## config.mk

```make
export PLATFORM = sky130hd
export DESIGN_NAME = seq_mult
export DESIGN_NICKNAME = d
export VERILOG_FILES = /design/src/rtl/seq_mult.sv
export SDC_FILE = /design/constraint.sdc
export NUM_CORES = 1
export LEC_CHECK = 0
export CAP_MARGIN = 10
export CORE_ASPECT_RATIO = 1.4
export CORE_MARGIN = 5
export CORE_UTILIZATION = 51
export DETAILED_ROUTE_END_ITERATION = 16
export HOLD_SLACK_MARGIN = 0.02
export PLACE_DENSITY = 0.71
export SLEW_MARGIN = 20
export SYNTH_ARGS = -nofsm -noshare
export SYNTH_HDL_FRONTEND = slang
export SYNTH_SLANG_ARGS = --single-unit
export TNS_END_PERCENT = 50
```

## constraint.sdc

```tcl
create_clock -name clk -period 17.4 [get_ports clk]
set_input_delay 5.22 -clock clk [delete_from_list [all_inputs] [get_ports clk]]
set_output_delay 5.22 -clock clk [all_outputs]
set_load 0.05 [all_outputs]
```

## src/rtl/seq_mult.sv

```systemverilog
// seq_mult: multi-cycle shift-add multiplier, signed or unsigned per operation.
// start/busy/done handshake; product z is registered and held until the next
// completion. Optional build macro SEQ_MULT_EARLY_EXIT_EN ends the iteration
// as soon as the remaining multiplier bits are all zero.
module seq_mult #(
   parameter int unsigned WIDTH = 32
) (
   input  logic               clk,
   input  logic               reset,
   input  logic               start,
   input  logic               is_signed,
   input  logic [WIDTH-1:0]   a,
   input  logic [WIDTH-1:0]   b,
   output logic               busy,
   output logic               done,
   output logic [2*WIDTH-1:0] z
);

   localparam int unsigned CNT_W = $clog2(WIDTH) + 1;
   localparam int unsigned PW    = 2 * WIDTH;

   typedef enum logic [1:0] {
      S_IDLE = 2'd0,
      S_CALC = 2'd1,
      S_DONE = 2'd2
   } state_t;

   state_t             state, state_next;
   logic [PW-1:0]      mcand, mcand_next;
   logic [WIDTH-1:0]   mplier, mplier_next;
   logic [PW-1:0]      acc, acc_next;
   logic [CNT_W-1:0]   cnt, cnt_next;
   logic               neg, neg_next;
   logic [PW-1:0]      z_next;
   logic               busy_next, done_next;
   logic [WIDTH-1:0]   a_abs, b_abs;
   logic [PW-1:0]      acc_sum;
   logic               last_iter;

   // Magnitudes of the operands; the most negative value maps to 2^(WIDTH-1)
   always_comb begin
      a_abs = (is_signed && a[WIDTH-1]) ? WIDTH'(-a) : a;
      b_abs = (is_signed && b[WIDTH-1]) ? WIDTH'(-b) : b;
   end

   // State and datapath registers
   always_ff @(posedge clk or posedge reset) begin
      if (reset) begin
         state  <= S_IDLE;
         mcand  <= '0;
         mplier <= '0;
         acc    <= '0;
         cnt    <= '0;
         neg    <= 1'b0;
         z      <= '0;
         busy   <= 1'b0;
         done   <= 1'b0;
      end else begin
         state  <= state_next;
         mcand  <= mcand_next;
         mplier <= mplier_next;
         acc    <= acc_next;
         cnt    <= cnt_next;
         neg    <= neg_next;
         z      <= z_next;
         busy   <= busy_next;
         done   <= done_next;
      end
   end

   // Next-state, iteration datapath and registered-output decode
   always_comb begin
      state_next  = state;
      mcand_next  = mcand;
      mplier_next = mplier;
      acc_next    = acc;
      cnt_next    = cnt;
      neg_next    = neg;
      z_next      = z;
      acc_sum     = mplier[0] ? (acc + mcand) : acc;
      last_iter   = 1'b0;

      case (state)
         S_IDLE: begin
            if (start) begin
               state_next  = S_CALC;
               mcand_next  = PW'(a_abs);
               mplier_next = b_abs;
               acc_next    = '0;
               cnt_next    = '0;
               neg_next    = is_signed & (a[WIDTH-1] ^ b[WIDTH-1]);
            end
         end
         S_CALC: begin
            acc_next    = acc_sum;
            mcand_next  = mcand << 1;
            mplier_next = mplier >> 1;
            cnt_next    = cnt + CNT_W'(1);
`ifdef SEQ_MULT_EARLY_EXIT_EN
            last_iter   = (cnt_next == CNT_W'(WIDTH)) || (mplier_next == '0);
`else
            last_iter   = (cnt_next == CNT_W'(WIDTH));
`endif
            if (last_iter) begin
               state_next = S_DONE;
               z_next     = neg ? PW'(-acc_sum) : acc_sum;
            end
         end
         S_DONE: begin
            state_next = S_IDLE;
         end
         default: begin
            state_next = S_IDLE;
         end
      endcase

      busy_next = (state_next == S_CALC);
      done_next = (state_next == S_DONE);
   end

endmodule

```

# Word level (Yosys, flattened, before mapping)
# Index checks and enable logic that the tools add are counted.
totals:
  register_bits: 235
  in_bits: 68
  out_inout_bits: 66
  elab_cells: 43
classes:
  n_addsub: 5
  n_eq_ne: 5
  n_mux: 15
  n_bitwise: 2
  n_reduce_logical: 7
op_table:
  columns: ["operator", "n"]
  rows:
  - ["$mux 64", 4]
  - ["$pmux 64 s2", 2]
  - ["$mux 32", 3]
  - ["$add 64x64->64", 1]
  - ["$neg 32->32", 2]
  - ["$neg 64->64", 1]
  - ["$pmux 32 s2", 1]
  - ["$pmux 6 s2", 1]
  - ["$add 6x1->6 const B", 1]
  - ["$eq 6x6->1 const B", 1]
  - ["$mux 6", 1]
  - ["$reduce_and 2->1", 3]
  - ["$eq 2x1->1 const B", 2]
  - ["$mux 2", 2]
  - ["$pmux 2 s2", 1]
  - ["$eq 2x2->1 const B", 1]
  - ["$logic_and 1x1->1", 2]
  - ["$logic_not 2->1", 1]
  - ["$ne 2x2->1 const B", 1]
  - ["$reduce_bool 2->1", 1]
  - ["$and 1x1->1", 1]
  - ["$xor 1x1->1", 1]

# Depth between registers and ports, before layout
depth:
  ltp_word: 5
  depth_mapped: 17
  mapped_depth_nobuf: 15

# Worst setup path after synthesis
# Ideal clock, no wire load.
synth_path:
  path_kind: "input port to flip-flop"
  from: "in b[2]"
  to: "reg mplier[29]"
  setup_ns: 0.134
  arrival_ns: 7.360
  required_time_ns: 17.266
  setup_slack_ns: 9.906
  path_stages: 12
  path_buffers: 0
  cell_sequence: "nor2_1 nor4b_1 nor2b_1 nand3b_1 or2_2 nand2b_1 nor2b_1 nand3b_1 o41ai_1 xnor2_1 a22oi_1 o21ai_0"
synth_between:
  elab_chain_len: 4
synth_rtl:
  columns: ["element", "line_no", "rtl"]
  rows:
  - ["start, declared", "13", "input logic [WIDTH-1:0] b,"]
  - ["$neg 32->32", "43", "b_abs = (is_signed && b[WIDTH-1]) ? WIDTH'(-b) : b;"]
  - ["$mux 32", "43", null]
  - ["$mux 32", "85", "if (start) begin"]
  - ["$pmux 32 s2", "83", "case (state)"]
  - ["end signal, assigned", "61", "mplier <= mplier_next;"]
  - ["end, declared", "30", "logic [WIDTH-1:0] mplier, mplier_next;"]
# No other way between the ends. The select of a mux whose other input is x is not followed.
# A chain may end at the register's enable or synchronous reset.

# Worst setup path in the final report
# Ends and elaborated chain as after synthesis.

==> qor.yml <==
yosys:
  ys_ff_latch: 235
  syn_inst: 2147
  synth.yosys.seq_area_share: 0.331
  synth_cell_types: 101
  yosys_most_used_dff: "dfrtp_1"
  synth-edff-count: 0
  syn_area_sq_um: 17800
  async_reset_ff_frac: 1.00
  synth_top_area_frac: 0.331
  synthTopCellsByArea: "dfrtp_1, o21ai_0, nand2_1, ha_1, xnor2_1"
  ys_warn_count: 0
  synth.avg_cell_area_sq_um: 8.28
  syn_nets: 2283
  yosysTopAreaCell: "dfrtp_1"
place:
  place.gp.congestion: 1.03
  place_inst: 2629
  portBuffers: 133
  place_hpwl_mm: 49.2
detailed_routing:
  drc: 0
  routedWlPerCell_um: 23.7
  vias_per_cell: 6.41
  drt_iter0_drc: 1304
  vias: 17100
  ant_nets: 0
  wl_mm: 63.4
  drtPass1Iterations: 5
grt:
  grt_overflow: 0
  use_met3: 0.0300
  grt_busiest_layer: "met2"
  grt_pass1_wl_mm: 97.7
  grt_use_met2: 0.588
  grt_antenna_before_repair: 0
  grt_start_max_net_pins: 118
  use_met1: 0.328
  grt_use_total: 0.319
  grt_pass1_vias: 17000
cts:
  clock-sinks: 235
  cts_inserted_buffers: 26
  path_clk_slew_ns: 0.06
  cts_resized: 0
  postCtsHoldBufs: 0
  cts_setup_buffers: 0
  clockRootBuffer: "clkbuf_16"
  h-tree-depth: 1
  clk_latency_ns: 0.56
  cts_buffer_depth: 3
  cts_tree: "done"
finish:
  final_util: 0.584
  drive_above_1_share: 0.0658
  mostFrequentLayoutCells: "nand2_1, o21ai_0, dfrtp_1"
  layout_commonest_cell: "nand2_1"
  multi_input_area_sq_um: 11200
  regArea_sq_um: 5880
  n_fill_cell: 3201
  syn_to_final_growth_pct: 13.9
  instances_no_fill: 2676
  diodes: 0
  layout.nets: 2337
flow_run:
  maxCapViolCount: 0
floorplanning:
  initial_core_util: 0.513
  die-area_sq_um: 38700
  die_w_um: 168
  coreArea_sq_um: 34700
  rows: 81
  pin_count: 134
  die_h_um: 231
timing:
  max_freq_ghz: 0.126
  setup_viol: 0
  worstMarginPinSlew_ns: 1.05
  final.setup.tns_ns: 0
  post-route-period-util: 0.457
  post-route-min-period_ns: 7.95
  slew_viol_final: 0
  hold_viol: 0
  rsz0062_at_grt: "no"
  skew_ns: 0.0112
  maxSlewHeadroom: 0.291
setup_path:
  critPathCaptureType: "register"
  start_kind: "input port"
  critical_path_peak_fanout: 4
  critPathArrivalTime_ns: 8.38
  critPathKind: "in -> reg"
  cp_data_required_time_ns: 17.83
  r2r_cells: 15
outcome:
  outcome: "completed"
pwr:
  peakVddDrop_v: 0.000116
  power.density_nw_per_um2: 209
  leakage_uw: 0.00825
worst_hold_path:
  hold_depth: 2
  hp-class: "reg -> reg"
-- layer usage --
metal	up-vias	wire [um]
met1	8290	22100
li1	8080	-
met4	0	6240
met2	549	32700
met3	222	2370
met5	-	0
-- cells in the mapped netlist (21+ instances only) --
library cell,instances
a211oi_1,21
a21o_1,26
a21oi_1,124
a22o_1,51
a22oi_1,60
buf_2,30
clkbuf_1,84
dfrtp_1,235
ha_1,67
inv_1,40
mux2i_1,24
nand2_1,287
nand3_1,36
nand4_1,47
nor2_1,109
nor2b_1,24
nor3_1,46
o21a_1,27
o21ai_0,259
o21ai_1,26
o31ai_1,27
or3_1,21
xnor2_1,83
xor2_1,58
-- power by group --
part,total [uW],switching [uW],internal [uW]
Combinational,2650,1740,903
Sequential,996,233,764
Clock,585,240,345
Total,4230,2220,2010
-- sequential cells by signal (all words and copies together), names as in the netlist --
| signal | cells |
|---|---|
| acc | 64 |
| mcand | 64 |
| z | 64 |
| mplier | 32 |
| cnt | 6 |
| state | 2 |
| busy | 1 |
| done | 1 |
| neg | 1 |
-- per-stage QoR --
step / hold WS, ns / total power (uW) / area [sq um] / setup WS, ns
floorplan: 0.450 / 2740 / 17800 / 5.73
global placement: 0.456 / 3570 / 19300 / 8.97
detailed placement: 0.460 / 3620 / 19300 / 8.91
CTS: 0.475 / 4210 / 20200 / 9.50
global route: 0.489 / 4480 / 20200 / 9.22
finish: 0.477 / 4230 / 20200 / 9.45
-- cell type report --
type,count,share of cell area
well taps,456,0.0282
repair buffers,159,0.0754
inverters,40,0.00779
clock inverters,12,0.00798
clock buffers,35,0.0368
multi-input cells,1739,0.553
flip-flops and latches,235,0.291
-- critical path, cell delays in order --
cell and delay (ns):
clkdlybuf4s50_1 0.45, nor2_1 0.20, nor4b_1 0.34, nor2b_1 0.41
nand3b_1 0.15, or2_2 0.33, nand2b_1 0.19, nor2b_1 0.26
nand3b_1 0.16, o41ai_1 0.33, xnor2_1 0.11, a22oi_1 0.15
o21ai_0 0.09
-- cell families after synthesis --
logic type	after synthesis	share of synthesized area
simple gates	696	0.193
xor+xnor	141	0.0695
buf+inv	173	0.0404
flops	235	0.331
mux	31	0.0180
fa+ha+maj	68	0.0483
compound gates	803	0.300
-- final timing paths --
path | from | to | slack [ns]
max in group asynchronous | reset | mcand[25]$_DFFE_PP0P_ | 10.67
max | b[2] | mplier[29]$_DFFE_PP0P_ | 9.45
min reg2reg | z[1]$_DFFE_PP0P_ | z[1]$_DFFE_PP0P_ | 0.48
min | z[1]$_DFFE_PP0P_ | z[1]$_DFFE_PP0P_ | 0.48
max reg2reg | mcand[0]$_DFFE_PP0P_ | z[63]$_DFFE_PP0P_ | 12.44
min in group asynchronous | reset | z[63]$_DFFE_PP0P_ | 5.22
Note: power is estimated with default switching activity, not from simulation.
